===== src/rtl/pipe_ctrl_pkg.sv =====
// Shared types for the pipelined RV32I control unit: opcodes, ALU codes,
// immediate/result selects and the per-stage control bundles.
package pipe_ctrl_pkg;

    typedef enum logic [6:0] {
        OPC_LOAD   = 7'b0000011,
        OPC_STORE  = 7'b0100011,
        OPC_OP     = 7'b0110011,
        OPC_OP_IMM = 7'b0010011,
        OPC_BRANCH = 7'b1100011,
        OPC_JAL    = 7'b1101111,
        OPC_JALR   = 7'b1100111,
        OPC_LUI    = 7'b0110111,
        OPC_AUIPC  = 7'b0010111
    } opcode_t;

    typedef enum logic [3:0] {
        ALU_ADD   = 4'b0000,
        ALU_SUB   = 4'b0001,
        ALU_AND   = 4'b0010,
        ALU_OR    = 4'b0011,
        ALU_XOR   = 4'b0100,
        ALU_SLT   = 4'b0101,
        ALU_SLTU  = 4'b0110,
        ALU_SLL   = 4'b0111,
        ALU_SRL   = 4'b1000,
        ALU_SRA   = 4'b1001,
        ALU_PASSB = 4'b1010
    } alu_op_t;

    typedef enum logic [2:0] {
        IMM_I = 3'b000,
        IMM_S = 3'b001,
        IMM_B = 3'b010,
        IMM_J = 3'b011,
        IMM_U = 3'b100
    } imm_src_t;

    typedef enum logic [1:0] {
        RES_ALU = 2'b00,
        RES_MEM = 2'b01,
        RES_PC4 = 2'b10
    } result_src_t;

    typedef struct packed {
        alu_op_t     alu_ctrl;
        logic        alu_src_b;
        logic        alu_src_a_pc;
        logic        branch;
        logic        jump;
        logic        jalr;
        logic        valid;
        logic        mem_read;
        logic        mem_write;
        logic        reg_write;
        result_src_t result_src;
        logic [2:0]  funct3;
        logic [4:0]  rd;
    } ctrl_bundle_t;

    // Later stages only carry what they still consume.
    typedef struct packed {
        logic        mem_read;
        logic        mem_write;
        logic [2:0]  funct3;
        logic        reg_write;
        result_src_t result_src;
        logic [4:0]  rd;
    } mem_bundle_t;

    typedef struct packed {
        logic        reg_write;
        result_src_t result_src;
        logic [4:0]  rd;
    } wb_bundle_t;

    localparam ctrl_bundle_t BUBBLE = '0;

    function automatic alu_op_t arith_op(input logic [2:0] f3, input logic alt,
                                         input logic is_reg, input logic en_shift);
        alu_op_t op;
        case (f3)
            3'b000:  op = (is_reg && alt) ? ALU_SUB : ALU_ADD;
            3'b001:  op = en_shift ? ALU_SLL : ALU_ADD;
            3'b010:  op = ALU_SLT;
            3'b011:  op = ALU_SLTU;
            3'b100:  op = ALU_XOR;
            3'b101:  op = en_shift ? (alt ? ALU_SRA : ALU_SRL) : ALU_ADD;
            3'b110:  op = ALU_OR;
            default: op = ALU_AND;
        endcase
        return op;
    endfunction

endpackage


===== src/rtl/pipe_ctrl_unit_decode.sv =====
// Combinational RV32I decoder: control bundle, immediate format and the
// source registers actually read (zeroed when the format has none).
module ctrl_decode
    import pipe_ctrl_pkg::*;
#(
    parameter bit EN_SHIFT = 1'b1
) (
    input  logic [31:0]  instr_i,
    output ctrl_bundle_t ctrl_o,
    output imm_src_t     imm_src_o,
    output logic         illegal_o,
    output logic [4:0]   rs1_o,
    output logic [4:0]   rs2_o
);

    logic [2:0] f3;
    logic       legal;
    logic       use_rs1;
    logic       use_rs2;
    logic       unused_bits;

    assign f3          = instr_i[14:12];
    assign unused_bits = ^{instr_i[31], instr_i[29:25]};

    always_comb begin
        ctrl_o    = BUBBLE;
        imm_src_o = IMM_I;
        illegal_o = 1'b0;
        legal     = 1'b1;
        use_rs1   = 1'b1;
        use_rs2   = 1'b0;
        case (instr_i[6:0])
            OPC_LOAD: begin
                ctrl_o.alu_src_b  = 1'b1;
                ctrl_o.mem_read   = 1'b1;
                ctrl_o.reg_write  = 1'b1;
                ctrl_o.result_src = RES_MEM;
            end
            OPC_STORE: begin
                ctrl_o.alu_src_b = 1'b1;
                ctrl_o.mem_write = 1'b1;
                imm_src_o        = IMM_S;
                use_rs2          = 1'b1;
            end
            OPC_OP: begin
                ctrl_o.alu_ctrl  = arith_op(f3, instr_i[30], 1'b1, EN_SHIFT);
                ctrl_o.reg_write = 1'b1;
                use_rs2          = 1'b1;
            end
            OPC_OP_IMM: begin
                ctrl_o.alu_ctrl  = arith_op(f3, instr_i[30], 1'b0, EN_SHIFT);
                ctrl_o.alu_src_b = 1'b1;
                ctrl_o.reg_write = 1'b1;
            end
            OPC_BRANCH: begin
                ctrl_o.alu_ctrl = !f3[2] ? ALU_SUB : (f3[1] ? ALU_SLTU : ALU_SLT);
                ctrl_o.branch   = 1'b1;
                imm_src_o       = IMM_B;
                use_rs2         = 1'b1;
            end
            OPC_JAL: begin
                ctrl_o.jump       = 1'b1;
                ctrl_o.reg_write  = 1'b1;
                ctrl_o.result_src = RES_PC4;
                imm_src_o         = IMM_J;
                use_rs1           = 1'b0;
            end
            OPC_JALR: begin
                ctrl_o.alu_src_b  = 1'b1;
                ctrl_o.jalr       = 1'b1;
                ctrl_o.reg_write  = 1'b1;
                ctrl_o.result_src = RES_PC4;
            end
            OPC_LUI: begin
                ctrl_o.alu_ctrl  = ALU_PASSB;
                ctrl_o.alu_src_b = 1'b1;
                ctrl_o.reg_write = 1'b1;
                imm_src_o        = IMM_U;
                use_rs1          = 1'b0;
            end
            OPC_AUIPC: begin
                ctrl_o.alu_src_b    = 1'b1;
                ctrl_o.alu_src_a_pc = 1'b1;
                ctrl_o.reg_write    = 1'b1;
                imm_src_o           = IMM_U;
                use_rs1             = 1'b0;
            end
            default: begin
                legal     = 1'b0;
                use_rs1   = 1'b0;
                illegal_o = 1'b1;
            end
        endcase
        if (legal) begin
            ctrl_o.valid  = 1'b1;
            ctrl_o.funct3 = f3;
            // rd stays 0 for non-writing formats so the hazard check never sees it.
            if (ctrl_o.reg_write) begin
                ctrl_o.rd = instr_i[11:7];
                if (instr_i[11:7] == 5'd0) ctrl_o.reg_write = 1'b0;
            end
        end
    end

    assign rs1_o = use_rs1 ? instr_i[19:15] : 5'd0;
    assign rs2_o = use_rs2 ? instr_i[24:20] : 5'd0;

endmodule


===== src/rtl/pipe_ctrl_unit.sv =====
// Pipelined control unit: decodes in ID, carries control through ID/EX,
// EX/MEM and MEM/WB, with load-use stall and EX-redirect flush bubbles.
module pipe_ctrl_unit
    import pipe_ctrl_pkg::*;
#(
    parameter int ALUCTRL_W = 4,
    parameter int RADDR_W   = 5,
    parameter int EN_SHIFT  = 1
) (
    input  logic                   clk,
    input  logic                   rst_n,
    input  logic [31:0]            id_instr,
    input  logic                   id_valid,
    input  logic                   ex_redirect,
    output logic [2:0]             id_imm_src,
    output logic                   id_stall,
    output logic [ALUCTRL_W+5:0]   ex_ctrl,
    output logic [2:0]             ex_funct3,
    output logic                   mem_write,
    output logic                   mem_read,
    output logic [2:0]             mem_funct3,
    output logic                   wb_reg_write,
    output logic [1:0]             wb_result_src,
    output logic [RADDR_W-1:0]     wb_rd,
    output logic                   illegal
);

    ctrl_bundle_t dec_ctrl;
    imm_src_t     dec_imm_src;
    logic         dec_illegal;
    logic [4:0]   dec_rs1;
    logic [4:0]   dec_rs2;

    ctrl_decode #(.EN_SHIFT(EN_SHIFT != 0)) u_dec (
        .instr_i   (id_instr),
        .ctrl_o    (dec_ctrl),
        .imm_src_o (dec_imm_src),
        .illegal_o (dec_illegal),
        .rs1_o     (dec_rs1),
        .rs2_o     (dec_rs2)
    );

    ctrl_bundle_t ex_q, ex_d;
    mem_bundle_t  mem_q, mem_d;
    wb_bundle_t   wb_q, wb_d;
    logic         illegal_q, illegal_d;
    logic         load_use;
    logic         issue;

    // Unused source registers decode as x0, and a load rd is never x0 here.
    assign load_use = ex_q.valid && ex_q.mem_read && (ex_q.rd != 5'd0) && id_valid &&
                      ((dec_rs1 == ex_q.rd) || (dec_rs2 == ex_q.rd));
    assign id_stall = load_use && !ex_redirect;
    assign issue    = id_valid && !ex_redirect && !load_use;

    always_comb begin
        ex_d      = issue ? dec_ctrl : BUBBLE;
        illegal_d = issue && dec_illegal;

        mem_d            = '0;
        mem_d.mem_read   = ex_q.mem_read;
        mem_d.mem_write  = ex_q.mem_write;
        mem_d.funct3     = ex_q.funct3;
        mem_d.reg_write  = ex_q.reg_write;
        mem_d.result_src = ex_q.result_src;
        mem_d.rd         = ex_q.rd;

        wb_d            = '0;
        wb_d.reg_write  = mem_q.reg_write;
        wb_d.result_src = mem_q.result_src;
        wb_d.rd         = mem_q.rd;
    end

    always_ff @(posedge clk or negedge rst_n) begin
        if (!rst_n) begin
            ex_q      <= BUBBLE;
            mem_q     <= '0;
            wb_q      <= '0;
            illegal_q <= 1'b0;
        end else begin
            ex_q      <= ex_d;
            mem_q     <= mem_d;
            wb_q      <= wb_d;
            illegal_q <= illegal_d;
        end
    end

    assign id_imm_src    = dec_imm_src;
    assign ex_ctrl       = {ALUCTRL_W'(ex_q.alu_ctrl), ex_q.alu_src_b, ex_q.alu_src_a_pc,
                            ex_q.branch, ex_q.jump, ex_q.jalr, ex_q.valid};
    assign ex_funct3     = ex_q.funct3;
    assign mem_write     = mem_q.mem_write;
    assign mem_read      = mem_q.mem_read;
    assign mem_funct3    = mem_q.funct3;
    assign wb_reg_write  = wb_q.reg_write;
    assign wb_result_src = wb_q.result_src;
    assign wb_rd         = RADDR_W'(wb_q.rd);
    assign illegal       = illegal_q;

endmodule


===== config.mk =====
export PLATFORM = sky130hd
export DESIGN_NAME = pipe_ctrl_unit
export DESIGN_NICKNAME = d
export VERILOG_FILES = /design/src/rtl/pipe_ctrl_pkg.sv /design/src/rtl/pipe_ctrl_unit_decode.sv /design/src/rtl/pipe_ctrl_unit.sv
export SDC_FILE = /design/constraint.sdc
export NUM_CORES = 1
export LEC_CHECK = 0
export CORE_ASPECT_RATIO = 1.2
export CORE_MARGIN = 10
export CORE_UTILIZATION = 40
export CTS_CLUSTER_DIAMETER = 30
export DETAILED_ROUTE_END_ITERATION = 6
export PLACE_DENSITY = 0.73
export SLEW_MARGIN = 30
export SYNTH_ARGS = -nofsm -noshare
export SYNTH_HDL_FRONTEND = slang
export SYNTH_SLANG_ARGS = --single-unit

===== constraint.sdc =====
create_clock -name clk -period 4.1 [get_ports clk]
set_clock_uncertainty 0.1 [all_clocks]
set_input_delay 0.41 -clock clk [delete_from_list [all_inputs] [get_ports clk]]
set_output_delay 0.41 -clock clk [all_outputs]
set_load 0.05 [all_outputs]

==> flow_summary.json, run 1 <==
{
  "status": "finished, violations left",
  "violations": "negative hold slack",
  "pin_count": 67,
  "synth_xor_area_frac": 0.0280,
  "dp.cells": 295,
  "synth_area_leader_cell": "dfrtp_1",
  "drtAntennaViolNets": 0,
  "required_ns": 3.59,
  "wl_per_cell_um": 15.5,
  "grt_max_degree": 44,
  "io_buffer_count": 60,
  "ir_drop_mv": 0.135,
  "synth_seq_cells": 43,
  "cts_setup_buffers": 0,
  "viasPerCell": 5.28,
  "finalNonFillerCells": 303,
  "synth.area.top_cells": "dfrtp_1 (49%), nor3_2 (7.8%), buf_4 (6.5%)",
  "leakagePower_nw": 1.12,
  "firstDrtPassIters": 4,
  "start_util": 0.413,
  "grt_pass1_vias": 1607,
  "worst_ep_arrival_time_ns": 3.06,
  "hold_ws_ns": -0.0117,
  "syn_nets": 234,
  "hold_buffers": 0,
  "grt_pass1_wl_um": 7670,
  "worstSkewPairLatency_ns": 0.29,
  "synth_cell_types": 50,
  "fin_crit_ns": 3.57,
  "cp-start-kind": "input port",
  "rrSetupSlack_ns": 1.84,
  "final_core_util": 0.523,
  "numCtsBuffers": 5,
  "relSlewSlack": 0.412,
  "rsz0062_at_grt": "no",
  "clk_path_buf_depth": 2,
  "dieArea_sq_mm": 0.00883,
  "grt_usage": 0.107,
  "final_nets": 276,
  "synthAdderAreaFrac": 0,
  "cts.sinks": 43,
  "endpoint_kind": "output pin",
  "yosysWarnings": 0,
  "path_class": "in2out",
  "regToRegStartpoint": "ex_q[4]$_DFF_PN0_",
  "first_iter_violations": 38,
  "clk_pin_slew_ns": 0.08,
  "syn_area_sq_mm": 0.00219,
  "syn2layout_area_growth_pct": 26.8,
  "synthTopCellsByCount": "dfrtp_1 (43), buf_4 (19), nor3_2 (17), nand2_1 (16), nor2_1 (13)",
  "yosysMostFrequentCell": "dfrtp_1",
  "cts_tree": "yes",
  "r2r_end": "ex_ctrl[2]$_DFF_PN0_",
  "multi_input_area_sq_um": 902,
  "synth_area_per_cell_sq_um": 11.0,
  "synthSimpleGateAreaFrac": 0.267,
  "gp_congestion": 0.850,
  "floorplan.die.height_um": 101,
  "yosysSeqAreaShare": 0.492,
  "critPathMaxFanout": 12,
  "setup_viol": 0,
  "synth_top_family_by_area": "simple AND/OR/NAND/NOR gates",
  "worst_pin_slew_ns": 0.879,
  "rr_worst_depth": 6,
  "synth_mux_area_frac": 0,
  "yosys_most_used_dff": "dfrtp_1",
  "fin_crit_sh": 0.872,
  "dp_hpwl_um": 3640,
  "async_reset_ff_frac": 1.00,
  "root_buffer": "clkbuf_8",
  "hold_class": "in2async",
  "coreArea_sq_mm": 0.00530,
  "overflow": 0,
  "synth_compound_area_frac": 0.117,
  "drv_slew": 0,
  "wl_um": 4690,
  "route.detailed.drc": 0,
  "postSynthCellCount": 198,
  "yosys.area.top_type_share": 0.492,
  "routed-via-count": 1601,
  "finalHoldViolations": 32,
  "power.density_mw_per_mm2": 286,
  "die_x_um": 87.5,
  "p_total_mw": 0.793,
  "antenna_found_initial": 0,
  "fmax_mhz": 280,
  "max_cap_viol_count": 0,
  "tns_ns": 0,
  "rows": 29,
  "diodes": 0,
  "fill_cells": 497,
  "layout-drive-gt1-share": 0.158,
  "cts_max_level": 2,
  "ctsResizeCount": 0,
  "synth-edff-count": 0,
  "seqCellArea_sq_mm": 0.00108
}
-- cells in the final DEF, fill, tap and decap left out, types with 3 or more instances in the layout --
cell type,count
a211oi_1,5
a21oi_1,5
a31oi_1,6
buf_4,4
clkbuf_8,5
clkdlybuf4s50_1,59
dfrtp_1,43
nand2_1,16
nand3_1,6
nor2_1,13
nor3_1,3
nor3_2,17
nor4bb_1,4
o2111ai_1,3
xnor2_1,5
-- worst max path at each step --
| stage | from | to |
|---|---|---|
| 6_report | id_instr[6] | id_stall |
| 3_5_place_dp | id_instr[6] | id_stall |
| 2_1_floorplan | id_instr[3] | id_stall |
| 5_1_grt | id_instr[3] | id_stall |
| 3_3_place_gp | id_instr[3] | id_stall |
| 4_1_cts | id_instr[6] | id_stall |
-- per-layer routing --
layer / vias to the layer above / part of all wire / routed length [um] / global-route usage
li1: 784 / - / - / -
met1: 774 / 0.41 / 1910 / 0.122
met2: 38 / 0.51 / 2410 / 0.178
met3: 5 / 0.068 / 319 / 0.0332
met4: 0 / 0.013 / 59 / 0.0442
met5: - / 0 / 0 / 0
-- flip-flops by register name, indices dropped and copies added, names as in the netlist --
name,cells
mem_q,8
wb_rd,5
ex_ctrl,10
illegal,1
wb_result_src,2
ex_q,9
mem_write,1
ex_funct3,3
wb_reg_write,1
mem_funct3,3
-- critical path, stage by stage --
cell and delay, ns:
clkdlybuf4s50_1 0.70, and3b_4 0.31, o21ai_2 0.09, or2_0 0.23, a21oi_1 0.17, nand2_1 0.07, a211oi_1 0.24, clkdlybuf4s50_1 0.85
-- layout make-up --
| cell class | count | area share |
|---|---|---|
| repair buffers | 63 | 0.224 |
| inverters | 1 | 0.00135 |
| multi-input cells | 126 | 0.325 |
| clock inverters | 3 | 0.00857 |
| well taps | 62 | 0.0280 |
| flip-flops and latches | 43 | 0.388 |
| clock buffers | 5 | 0.0248 |
-- power by group --
part | leakage [nW] | total, mW | internal, mW | switching [mW]
clock network | 0.0408 | 0.268 | 0.122 | 0.146
registers | 0.599 | 0.427 | 0.426 | 0.00126
logic | 0.478 | 0.0984 | 0.0430 | 0.0553
total | 1.12 | 0.793 | 0.591 | 0.202
-- stage by stage --
step	setup slack [ns]	cell area (sq um)
finish	0.525	2770
global route	0.349	2770
floorplan	1.07	2190
global placement	0.549	2680
CTS	0.517	2770
detailed placement	0.526	2680
-- cells by family (layout without fill, tap and decap cells) --
| family | after synthesis | after routing |
|---|---|---|
| DFF | 43 | 43 |
| xor gates and xnor gates | 7 | 7 |
| buffers and inverters | 29 | 72 |
| AOI/OAI and AO/OA | 35 | 35 |
| and+or+nand+nor | 84 | 84 |
(Power assumes the default switching activity.)
==> run 2, diff against run 1 <==
--- a/config.mk
+++ b/config.mk
@@ -5,12 +5,14 @@
 export SDC_FILE = /design/constraint.sdc
 export NUM_CORES = 1
 export LEC_CHECK = 0
+export CELL_PAD_IN_SITES_DETAIL_PLACEMENT = 0
+export CELL_PAD_IN_SITES_GLOBAL_PLACEMENT = 2
 export CORE_ASPECT_RATIO = 1.2
 export CORE_MARGIN = 10
-export CORE_UTILIZATION = 40
+export CORE_UTILIZATION = 31
 export CTS_CLUSTER_DIAMETER = 30
 export DETAILED_ROUTE_END_ITERATION = 6
-export PLACE_DENSITY = 0.73
+export PLACE_DENSITY = 0.87
 export SLEW_MARGIN = 30
 export SYNTH_ARGS = -nofsm -noshare
 export SYNTH_HDL_FRONTEND = slang
==> run 2 against run 1 <==
- the run still ends with negative hold slack left
- sequential share of layout area is 0.55 points lower
- combinational power increased by 2%
- register-to-register slack worse by 0.06 ns
- power rose by 0.41%
- wire length is 4.9% higher
- final area is 1.4% higher
- first-iteration DRC count grew 110%
- via count down 3.1%
- clock power hardly changed
- critical path type unchanged
==> flow_summary.json, run 2 (synthesized netlist as in run 1, its figures left out) <==
{
  "status": "finished, violations left",
  "violations": "negative hold slack",
  "cp-start-kind": "input port",
  "final_common_cell": "clkdlybuf4s50_1",
  "hold_ws_ns": -0.0172,
  "grt_max_degree": 44,
  "largest_reg_flops": 10,
  "rsz0062_at_grt": "no",
  "wl_per_cell_um": 15.0,
  "io_buffer_count": 60,
  "relSlewSlack": 0.397,
  "slowest_delay_ns": 0.84,
  "routed-via-count": 1551,
  "maxUsedRoutingLayer": "met4",
  "cts_setup_buffers": 0,
  "layout-drive-gt1-share": 0.161,
  "ir_drop_mv": 0.157,
  "dp.cells": 321,
  "cp_top_family": "buffers and inverters",
  "path_class": "in2out",
  "cts_tree": "yes",
  "diodes": 0,
  "cts.sinks": 43,
  "syn2layout_area_growth_pct": 28.7,
  "seqPwrFrac": 0.537,
  "comb_power_share": 0.125,
  "fin_crit_ns": 3.55,
  "p_sw_frac": 0.257,
  "wl_met1_um": 2190,
  "final_nets": 277,
  "finalNonFillerCells": 329,
  "critPathMaxFanout": 9,
  "pin_count": 67,
  "max_cap_viol_count": 0,
  "viasPerCell": 4.71,
  "antenna_found_initial": 0,
  "cts_max_level": 2,
  "grt_pass1_vias": 1622,
  "drtAntennaViolNets": 0,
  "rows": 33,
  "path_common_cell": "clkdlybuf4s50_1",
  "clk_path_buf_depth": 2,
  "leakagePower_nw": 1.13,
  "first_iter_violations": 80,
  "wl_um": 4920,
  "crit_buf_inv": 2,
  "worst_pin_slew_ns": 0.901,
  "hold_buffers": 0,
  "finalHoldViolations": 37,
  "required_ns": 3.59,
  "root_buffer": "clkbuf_8",
  "route.detailed.drc": 0,
  "power.density_mw_per_mm2": 283,
  "floorplan.die.height_um": 112,
  "setup_viol": 0,
  "tns_ns": 0,
  "hold_class": "in2async",
  "layout_common_cells": "clkdlybuf4s50_1 (59), dfrtp_1 (43), nor3_2 (17)",
  "start_util": 0.319,
  "coreArea_sq_mm": 0.00685,
  "worstSkewPairLatency_ns": 0.29,
  "drv_slew": 0,
  "grt_usage": 0.0909,
  "clk_pin_slew_ns": 0.08,
  "p_total_mw": 0.797,
  "dp_hpwl_um": 3880,
  "die_x_um": 96.7,
  "met2RoutedLength_um": 2390,
  "power.internal_mw": 0.591,
  "fmax_mhz": 281,
  "dieArea_sq_mm": 0.0108,
  "ctsResizeCount": 0,
  "design_area_sq_mm": 0.00281,
  "clockPowerShare": 0.338,
  "firstDrtPassIters": 4,
  "placedInstanceArea_sq_mm": 0.00272,
  "gp_congestion": 0.803,
  "crit_chain": "clkdlybuf4s50_1, and4bb_1, nand4_1, xor2_1, nand3_2, a211oi_1, clkdlybuf4s50_1",
  "fin_crit_sh": 0.867,
  "numCtsBuffers": 5,
  "endpoint_kind": "output pin",
  "cp_slowest_cell": "clkdlybuf4s50_1",
  "grt_pass1_wl_um": 8340,
  "switchingPower_mw": 0.205,
  "worst_ep_arrival_time_ns": 3.04,
  "dr_wl_met3_um": 239,
  "overflow": 0
}
[run 2: cell types whose count changed in the layout (fill, tap and decap cells not counted), sizes merged]
cell / previous run / this run
inv: 2 / 1
clkinvlp: 2 / 1
buf: 4 / 5
clkinv: 0 / 2
[run 2: path summary, 6_finish.rpt]
kind / from / endpoint / slack (ns) / cells after the start
worst max-delay path: id_instr[3] / id_stall / 0.55 / 7
worst min-delay path: rst_n / ex_ctrl[5]$_DFF_PN0_ / -0.02 / 1
worst max register to register: ex_q[3]$_DFF_PN0_ / ex_ctrl[5]$_DFF_PN0_ / 1.78 / 6
worst min register to register: ex_q[9]$_DFF_PN0_ / mem_q[6]$_DFF_PN0_ / 0.25 / 0
max in group asynchronous: rst_n / wb_rd[3]$_DFF_PN0_ / 3.56 / 1
min in group clk: ex_q[9]$_DFF_PN0_ / mem_q[6]$_DFF_PN0_ / 0.25 / 0
[run 2: final cells by class]
type	instances	area, sq um
Timing Repair Buffer	64	628
Multi-Input combinational cell	126	902
Fill cell	729	4040
Sequential cell	43	1080
Clock inverter	3	25.0
Inverter	1	3.75
Clock buffer	5	68.8
Tap cell	87	109
[run 2: layer usage]
metal | track usage | vias to the layer above
li1 | - | 782
met1 | 0.113 | 728
met2 | 0.143 | 35
met3 | 0.0235 | 6
met4 | 0.0443 | 0
met5 | 0 | -
[run 2: through the flow]
step / worst slack (ns) / util / hold slack (ns)
floorplan: 1.07 / - / 0.0144
global placement: 0.532 / 0.396 / 0.231
detailed placement: 0.515 / 0.396 / 0.236
CTS: 0.514 / 0.410 / 0.168
global route: 0.360 / 0.410 / 0.0288
finish: 0.545 / 0.410 / -0.0172
[run 2: power by group through the flow]
stage          sequential, mW  combinational (mW)  clock [mW]
6_report                0.427              0.0999       0.269
3_3_place_gp            0.436               0.100           0
3_5_place_dp            0.436               0.101           0
4_1_cts                 0.427               0.101       0.282
2_1_floorplan           0.439              0.0459           0
5_1_grt                 0.428               0.110       0.298
